### config.mk
export PLATFORM = sky130hd
export DESIGN_NAME = sdram_port_arbiter_flat
export DESIGN_NICKNAME = d
export VERILOG_FILES = /design/src/rtl/sdram_port_arbiter_if.sv /design/src/rtl/sdram_port_arbiter.sv /design/src/flat_wrapper.sv
export SDC_FILE = /design/constraint.sdc
export NUM_CORES = 1
export LEC_CHECK = 0
export BUFFER_PORTS_ARGS = -buffer_cell sky130_fd_sc_hd__clkbuf_2
export CAP_MARGIN = 20
export CORE_ASPECT_RATIO = 1.5
export CORE_MARGIN = 5
export CORE_UTILIZATION = 48
export CTS_CLUSTER_SIZE = 20
export DETAILED_ROUTE_END_ITERATION = 8
export MAX_ROUTING_LAYER = met4
export PLACE_DENSITY_LB_ADDON = 0.2
export SLEW_MARGIN = 10
export SYNTH_ARGS = -nofsm -noshare
export SYNTH_HDL_FRONTEND = slang
export SYNTH_SLANG_ARGS = --single-unit
### constraint.sdc
create_clock -name clk -period 2.7 [get_ports clk]
set_input_delay 0 -clock clk [delete_from_list [all_inputs] [get_ports clk]]
set_output_delay 0 -clock clk [all_outputs]
set_load 0.03 [all_outputs]
### src/rtl/sdram_port_arbiter_if.sv
// Client-side toggle ports and the single SDRAM controller port shared by the arbiter.
// Packed per-client fields sit at [i*W +: W].
interface sdram_port_arbiter_if #(parameter int NREQ = 2);
  logic [NREQ-1:0]      c_req;
  logic [NREQ-1:0]      c_ack;
  logic [NREQ*22-1:0]   c_addr;
  logic [NREQ*2-1:0]    c_ds;
  logic [NREQ-1:0]      c_we;
  logic [NREQ*16-1:0]   c_din;
  logic [NREQ*16-1:0]   c_dout;
  logic [1:0]           grant;
  logic                 busy;
  logic [21:0]          mem_addr;
  logic                 mem_req;
  logic [1:0]           mem_ds;
  logic                 mem_we;
  logic [15:0]          mem_din;
  logic                 mem_req_ack;
  logic [15:0]          mem_dout;

  modport slave (
    input  c_req, c_addr, c_ds, c_we, c_din, mem_req_ack, mem_dout,
    output c_ack, c_dout, grant, busy, mem_addr, mem_req, mem_ds, mem_we, mem_din
  );

  modport master (
    output c_req, c_addr, c_ds, c_we, c_din, mem_req_ack, mem_dout,
    input  c_ack, c_dout, grant, busy, mem_addr, mem_req, mem_ds, mem_we, mem_din
  );
endinterface

### src/rtl/sdram_port_arbiter.sv
// Arbitrates NREQ toggle-handshake clients onto one SDRAM controller port.
// One transaction in flight; per-client ack/read-data live in slot instances.
module sdram_port_slot (
  input  logic        clk,
  input  logic        resetn,
  input  logic        cmpl,
  input  logic        capture,
  input  logic [15:0] rdata,
  output logic        ack,
  output logic [15:0] dout
);
  always_ff @(posedge clk or negedge resetn) begin
    if (!resetn) begin
      ack  <= 1'b0;
      dout <= '0;
    end else if (cmpl) begin
      ack <= ~ack;
      if (capture) dout <= rdata;
    end
  end
endmodule

module sdram_port_arbiter #(
  parameter int NREQ = 2,
  parameter bit RR   = 1'b1
) (
  input logic            clk,
  input logic            resetn,
  sdram_port_arbiter_if.slave bus
);
  typedef enum logic {IDLE = 1'b0, BUSY = 1'b1} state_t;

  state_t                 state, state_nxt;
  logic [NREQ-1:0]        ack_v, pending, take;
  logic [NREQ-1:0][15:0]  dout_v;
  logic [1:0]             last, win;
  logic                   load, cmpl, done;

  // Round-robin scans upward from the slot after the last winner.
  function automatic logic [1:0] pick(input logic [NREQ-1:0] p, input logic [1:0] l);
    logic [1:0] w;
    logic       f;
    w = '0;
    f = 1'b0;
    for (int k = 0; k < NREQ; k++) begin
      int idx;
      idx = RR ? (int'(l) + 1 + k) % NREQ : k;
      if (!f && p[idx]) begin
        w = 2'(idx);
        f = 1'b1;
      end
    end
    return w;
  endfunction

  assign pending = bus.c_req ^ ack_v;
  assign win     = pick(pending, last);
  assign done    = (bus.mem_req_ack == bus.mem_req);

  always_ff @(posedge clk or negedge resetn) begin
    if (!resetn) state <= IDLE;
    else         state <= state_nxt;
  end

  always_comb begin
    state_nxt = state;
    case (state)
      IDLE: if (|pending) state_nxt = BUSY;
      BUSY: if (done)     state_nxt = IDLE;
    endcase
  end

  always_comb begin
    load = 1'b0;
    cmpl = 1'b0;
    case (state)
      IDLE: load = |pending;
      BUSY: cmpl = done;
    endcase
  end

  always_ff @(posedge clk or negedge resetn) begin
    if (!resetn) begin
      bus.mem_addr <= '0;
      bus.mem_req  <= 1'b0;
      bus.mem_ds   <= '0;
      bus.mem_we   <= 1'b0;
      bus.mem_din  <= '0;
      bus.grant    <= '0;
      bus.busy     <= 1'b0;
      last         <= 2'(NREQ - 1);
    end else if (load) begin
      bus.mem_addr <= bus.c_addr[win*22 +: 22];
      bus.mem_ds   <= bus.c_ds[win*2 +: 2];
      bus.mem_we   <= bus.c_we[win];
      bus.mem_din  <= bus.c_din[win*16 +: 16];
      bus.mem_req  <= ~bus.mem_req;
      bus.grant    <= win;
      bus.busy     <= 1'b1;
    end else if (cmpl) begin
      last     <= bus.grant;
      bus.busy <= 1'b0;
    end
  end

  for (genvar i = 0; i < NREQ; i++) begin : g_slot
    assign take[i] = cmpl && (bus.grant == 2'(i));
    sdram_port_slot u_slot (
      .clk     (clk),
      .resetn  (resetn),
      .cmpl    (take[i]),
      .capture (~bus.mem_we),
      .rdata   (bus.mem_dout),
      .ack     (ack_v[i]),
      .dout    (dout_v[i])
    );
  end

  assign bus.c_ack  = ack_v;
  assign bus.c_dout = dout_v;
endmodule

### src/flat_wrapper.sv
// flat-port wrapper written by rule: the top's interface ports become plain ports
module sdram_port_arbiter_flat 
#(
  parameter int NREQ = 2,
  parameter bit RR   = 1'b1
)
  (clk, resetn, bus_c_req, bus_c_addr, bus_c_ds, bus_c_we, bus_c_din, bus_mem_req_ack, bus_mem_dout, bus_c_ack, bus_c_dout, bus_grant, bus_busy, bus_mem_addr, bus_mem_req, bus_mem_ds, bus_mem_we, bus_mem_din);
  sdram_port_arbiter_if #(.NREQ(NREQ)) bus_i ();
  input logic clk;
  input logic resetn;
  input wire logic [$bits(bus_i.c_req)-1:0] bus_c_req;
  input wire logic [$bits(bus_i.c_addr)-1:0] bus_c_addr;
  input wire logic [$bits(bus_i.c_ds)-1:0] bus_c_ds;
  input wire logic [$bits(bus_i.c_we)-1:0] bus_c_we;
  input wire logic [$bits(bus_i.c_din)-1:0] bus_c_din;
  input wire logic [$bits(bus_i.mem_req_ack)-1:0] bus_mem_req_ack;
  input wire logic [$bits(bus_i.mem_dout)-1:0] bus_mem_dout;
  output wire logic [$bits(bus_i.c_ack)-1:0] bus_c_ack;
  output wire logic [$bits(bus_i.c_dout)-1:0] bus_c_dout;
  output wire logic [$bits(bus_i.grant)-1:0] bus_grant;
  output wire logic [$bits(bus_i.busy)-1:0] bus_busy;
  output wire logic [$bits(bus_i.mem_addr)-1:0] bus_mem_addr;
  output wire logic [$bits(bus_i.mem_req)-1:0] bus_mem_req;
  output wire logic [$bits(bus_i.mem_ds)-1:0] bus_mem_ds;
  output wire logic [$bits(bus_i.mem_we)-1:0] bus_mem_we;
  output wire logic [$bits(bus_i.mem_din)-1:0] bus_mem_din;
  assign bus_i.c_req = bus_c_req;
  assign bus_i.c_addr = bus_c_addr;
  assign bus_i.c_ds = bus_c_ds;
  assign bus_i.c_we = bus_c_we;
  assign bus_i.c_din = bus_c_din;
  assign bus_i.mem_req_ack = bus_mem_req_ack;
  assign bus_i.mem_dout = bus_mem_dout;
  assign bus_c_ack = bus_i.c_ack;
  assign bus_c_dout = bus_i.c_dout;
  assign bus_grant = bus_i.grant;
  assign bus_busy = bus_i.busy;
  assign bus_mem_addr = bus_i.mem_addr;
  assign bus_mem_req = bus_i.mem_req;
  assign bus_mem_ds = bus_i.mem_ds;
  assign bus_mem_we = bus_i.mem_we;
  assign bus_mem_din = bus_i.mem_din;
  sdram_port_arbiter #(.NREQ(NREQ), .RR(RR)) u_core (.clk(clk), .resetn(resetn), .bus(bus_i));
endmodule
; Word-level counts from Yosys, hierarchy flattened
; Cells that the tools add are included.
[totals]
register_bits = 82
in_bits = 103
[classes]
n_addsub = 2
n_mul = 1
n_lt_le_gt_ge = 3
n_eq_ne = 2
shifts = 3
n_mux = 18
bitwise_logic = 9
reduce_logical = 10
[op_table]
columns = operator, n
row1 = $shiftx A44 B8 Y22, 1
row2 = $add A32 B2 Y32 const B, 1
row3 = $shiftx A32 B7 Y16, 1
row4 = $mux W1, 15
row5 = $lt A2 B3 Y1 const B, 2
row6 = $mul A2 B4 Y6 const B, 1
row7 = $not A1 Y1, 6
row8 = $reduce_and A2 Y1, 3
row9 = $mux W2, 2
row10 = $shiftx A4 B4 Y2, 1
row11 = $add A2 B1 Y3 const B, 1
row12 = $logic_and A1 B1 Y1, 3
row13 = $eq A2 B1 Y1 const B, 1
row14 = $logic_not A2 Y1, 1
row15 = $lt A2 B2 Y1 const B, 1
row16 = $pmux W1 S2, 1
row17 = $reduce_bool A2 Y1, 1
row18 = $reduce_or A2 Y1, 1
row19 = $xor A2 B2 Y2, 1
row20 = $and A1 B1 Y1, 1
row21 = $and A1 B1 Y1 const A, 1
row22 = $eq A1 B1 Y1, 1
row23 = $logic_not A1 Y1, 1

; Depth between registers and ports, before layout
[depth]
depth_word = 11
ltp_mapped = 6
depth_no_buf = 4

; By module
; A second synthesis with hierarchy kept.
[hier_totals]
cells_unflattened = 320
area_unflattened_um2 = 3482.1
[by_module_without_submodules]
columns = mod, n_inst, cells_per_inst, area_per_inst_um2
row1 = sdram_port_arbiter, 1, 248, 2115.8
row2 = sdram_port_slot, 2, 36, 683.2

; Worst setup path after synthesis
; No wires, ideal clock.
[synth_timing]
path_type = register to register
from = reg u_core.bus.mem_req
to = reg u_core.g_slot[0].u_slot.dout[10]
setup_time_ps = 125
arrival_ps = 1684
required_ps = 2575
setup_slack_ps = 891
stages_incl_launch_ff = 6
period_less_slack_ps = 1809
path_cell_list = dfrtp_1 xnor2_2 nand2_1 nor3_4 buf_6 mux2_2
[synth_via]
elab_chain_cells = 4
[synth_lines]
columns = item, line_no
row1 = from (decl), sdram_port_arbiter_if.sv:23  ; output c_ack, c_dout, grant, busy, mem_addr, mem_req, mem_ds, mem_we, mem_din
row2 = from (signal assigned), sdram_port_arbiter.sv:97  ; bus.mem_req <= ~bus.mem_req;
row3 = $eq A1 B1 Y1, sdram_port_arbiter.sv:58  ; assign done = (bus.mem_req_ack == bus.mem_req);
row4 = $mux W1, sdram_port_arbiter.sv:76  ; case (state)
row5 = $logic_and A1 B1 Y1, sdram_port_arbiter.sv:107  ; assign take[i] = cmpl && (bus.grant == 2'(i));
row6 = $reduce_and A2 Y1 (no source line), --
row7 = to (signal assigned), sdram_port_arbiter.sv:18  ; if (capture) dout <= rdata;
row8 = to (decl), sdram_port_arbiter.sv:10  ; output logic [15:0] dout
; No other way between the ends.
; A chain may end at the register's enable or synchronous reset.

; Worst setup path in the final report
[layout_timing]
from = reg u_core.g_slot[0].u_slot.ack
to = reg u_core.bus.mem_addr[13]
[layout_via]
elab_chain_cells = 10
word_cells_on_any_way = 16
cone_classes = mul (1) / shift (1) / mux (10) / bitwise (1) / reduce/logical (3)
[layout_lines]
columns = item, line_no
row1 = from (decl), sdram_port_arbiter.sv:9  ; output logic ack,
row2 = from (signal assigned), sdram_port_arbiter.sv:17  ; ack <= ~ack;
row3 = $xor A2 B2 Y2 *, sdram_port_arbiter.sv:56  ; assign pending = bus.c_req ^ ack_v;
row4 = $mux W1 (not written as such) (3 in series), sdram_port_arbiter.sv:48  ; if (!f && p[idx]) begin
row5 = $mux W1, sdram_port_arbiter.sv:48
row6 = $logic_not A1 Y1, sdram_port_arbiter.sv:48
row7 = $logic_and A1 B1 Y1, sdram_port_arbiter.sv:48
row8 = $mux W2, sdram_port_arbiter.sv:48
row9 = $mul A2 B4 Y6, sdram_port_arbiter.sv:93  ; bus.mem_addr <= bus.c_addr[win*22 +: 22];
row10 = $shiftx A44 B8 Y22, sdram_port_arbiter.sv:93
row11 = to (signal assigned), sdram_port_arbiter.sv:93
row12 = to (decl), sdram_port_arbiter_if.sv:23
; Every way passes the cells marked *; elsewhere a longest branch is shown, timed or not. The select of a mux whose other input is x is not followed.

==> impl_metrics.json <==
{
  "outcome": "completed",
  "die_y_um": 114,
  "critical_path_required_ns": 2.99,
  "dpl_worst_slack_ns": 0.709,
  "start_util_pct": 49.5,
  "antenna_found_initial": 0,
  "dr.pass1.iters": 4,
  "grt_pass1_vias": 3743,
  "finalCritPeriodShare_pct": 93.8,
  "ys_seq_area_share_pct": 58.3,
  "root_buffer": "clkbuf_8",
  "fmax_ghz": 0.395,
  "wl_mm": 11.2,
  "power.leakage_nw": 2.78,
  "wl_per_cell_um": 16.6,
  "track_usage_pct": 26.4,
  "ys_warn_count": 0,
  "synth_top_area_share_pct": 57.6,
  "clkSinkCount": 80,
  "grt.overflow.total": 0,
  "min_path_type": "input pin to asynchronous set/reset pin",
  "synthToLayoutAreaGrowth_pct": 63.1,
  "cts-resized-gates": 0,
  "cts_buffers": 9,
  "first_iter_violations": 191,
  "syn_nets": 426,
  "clock_latency_ns": 0.35,
  "worst_r2r_startpoint": "u_core.g_slot[0].u_slot.ack",
  "finish.utilization_pct": 80.7,
  "syn_avg_cell_area_um2": 10.6,
  "final_nets": 698,
  "slew_headroom_pct": 33.2,
  "setup_tns_ns": 0,
  "worstMarginPinSlew_ns": 0.999,
  "fin_crit_ns": 2.53,
  "regArea_mm2": 0.00200,
  "yosys-top-cells-area": "dfrtp_1 58%, nand2_1 9.3%, a31oi_1 7.5%",
  "cp-startpoint": "u_core.g_slot[0].u_slot.ack",
  "ys_ff_latch": 80,
  "multi_input_area_mm2": 0.00129,
  "path_clk_slew_ns": 0.09,
  "gp_congestion": 0.794,
  "cap_violations": 0,
  "die_w_um": 79.1,
  "cts_setup_buffers": 0,
  "final_common_cell": "clkbuf_2",
  "crit_type": "flop to flop",
  "portBuffers": 180,
  "grt_max_degree": 81,
  "rows": 37,
  "ir_worst_vdd_mv": 0.890,
  "final_cell_mix": "179 x clkbuf_2, 100 x dlygate4sd3_1, 85 x nand2_1, 79 x dfrtp_1, 42 x nor2_1",
  "drtAntennaViolNets": 0,
  "grt_pass1_wl_mm": 17.7,
  "critPathCaptureType": "flop",
  "cts_buffer_depth": 2,
  "htreeDepth": 3,
  "nFillCells": 426,
  "yosysTopAreaCell": "dfrtp_1",
  "die-area_mm2": 0.00898,
  "hold_viol": 0,
  "viasPerCell": 5.08,
  "drive_gt1_share_pct": 39.8,
  "rsz0062_at_grt": "false",
  "num_vias": 3444,
  "drt_drc_violations_left": 0,
  "antenna_cells": 0,
  "skew_ns": 0.0134,
  "fin_ws_ns": 0.166,
  "coreArea_mm2": 0.00694,
  "worstPathMaxFanout": 42,
  "report.final.setup_viol": 0,
  "syn_inst": 323,
  "start_kind": "flop",
  "cts_tree": "yes",
  "detailed_place_hpwl_mm": 6.39,
  "whs_ns": 0.116,
  "ios": 182,
  "worstPathArrival_ns": 2.82,
  "cellPowerDensity_mw_per_mm2": 1410,
  "netlist_area_mm2": 0.00343,
  "synth_cell_type_count": 25,
  "maxSlewViolCount": 0
}
## area by class of cell
class,count,share of cell area [%]
clock buffers,11,2.52
clock inverters,5,1.43
inverters,3,0.201
multi-input cells,216,23.1
flip-flops and latches,80,35.8
well taps,78,1.74
repair buffers,285,35.2
## worst paths after layout
kind / endpoint / slack (ns) / cells past startpoint
worst max register to register: u_core.bus.mem_addr[13] / 0.17 / 5
min in group clk: u_core.bus.mem_din[3] / 0.43 / 4
max in group asynchronous: u_core.bus.mem_we / 1.99 / 3
worst max-delay path: u_core.bus.mem_addr[13] / 0.17 / 5
worst min register to register: u_core.last[0] / 0.47 / 2
worst min-delay path: u_core.g_slot[0].u_slot.dout[4] / 0.12 / 2
## stage by stage
stage | total power, mW | instances | area (um2)
floorplan | 4.97 | 323 | 3430
global placement | 5.93 | 561 | 4350
finish | 7.91 | 678 | 5600
CTS | 7.84 | 677 | 5570
detailed placement | 6.05 | 561 | 4350
global route | 8.41 | 678 | 5600
## synth_stat cells
cell type / number
conb_1: 1
dfrtp_1: 79
mux2_4: 10
mux2_2: 22
xor2_1: 2
buf_12: 1
a31oi_1: 41
xnor2_1: 3
buf_2: 13
xnor2_2: 1
or2_1: 1
clkbuf_1: 5
nor3_4: 1
o21a_1: 1
buf_4: 3
dfstp_2: 1
o21bai_1: 2
o22ai_1: 1
nand3_2: 1
a21oi_1: 1
nand2_1: 85
nor2_1: 42
o21ba_2: 1
inv_1: 3
buf_6: 2
## report_power, final
group	internal, mW	switching [mW]
clock network	0.545	0.432
registers	1.84	0.397
logic	1.96	2.74
total	4.34	3.57
## routing by layer
metal / global-route usage (%) / vias up / wire length [um]
met3: 5.37 / 48 / 718
met2: 46.5 / 159 / 5950
met5: - / - / 0
met1: 26.9 / 1618 / 4050
li1: - / 1619 / -
met4: 14.6 / 0 / 523
## logic make-up (layout without fill, tap and decap cells)
family                 Yosys count  count (layout)  synth area share (%)
other                            1               1                 0.109
XOR/XNOR                         6               6                  1.75
AO/OA/AOI/OAI                   47              47                  8.74
buffers and inverters           27             304                  4.66
flip-flops                      80              80                  58.3
AND/OR/NAND/NOR                130             130                  14.8
multiplexers                    32              32                  11.6
## what timing repair did
action | CTS | global route
hold buffers | 100 | 0
endpoints found under the hold margin | 154 | 0
setup endpoints to repair | 0 | 0
## critical path: stages (launching register included)
cell	delay, ns
dfrtp_1	0.42
xnor2_1	0.23
o21bai_4	0.82
nand2_1	0.19
a31oi_1	0.24
dlygate4sd3_1	0.57
## sequential cells by signal, summed over array words and instances (netlist names)
| signal | flops |
|---|---|
| u_core.bus.mem_req | 1 |
| u_core.g_slot.u_slot.ack | 2 |
| u_core.bus.mem_we | 1 |
| u_core.bus.mem_din | 16 |
| u_core.state | 1 |
| u_core.g_slot.u_slot.dout | 32 |
| u_core.last | 1 |
| u_core.bus.grant | 1 |
| u_core.bus.busy | 1 |
| u_core.bus.mem_ds | 2 |
| u_core.bus.mem_addr | 22 |
No activity file was read; power rests on OpenSTA's default activity.
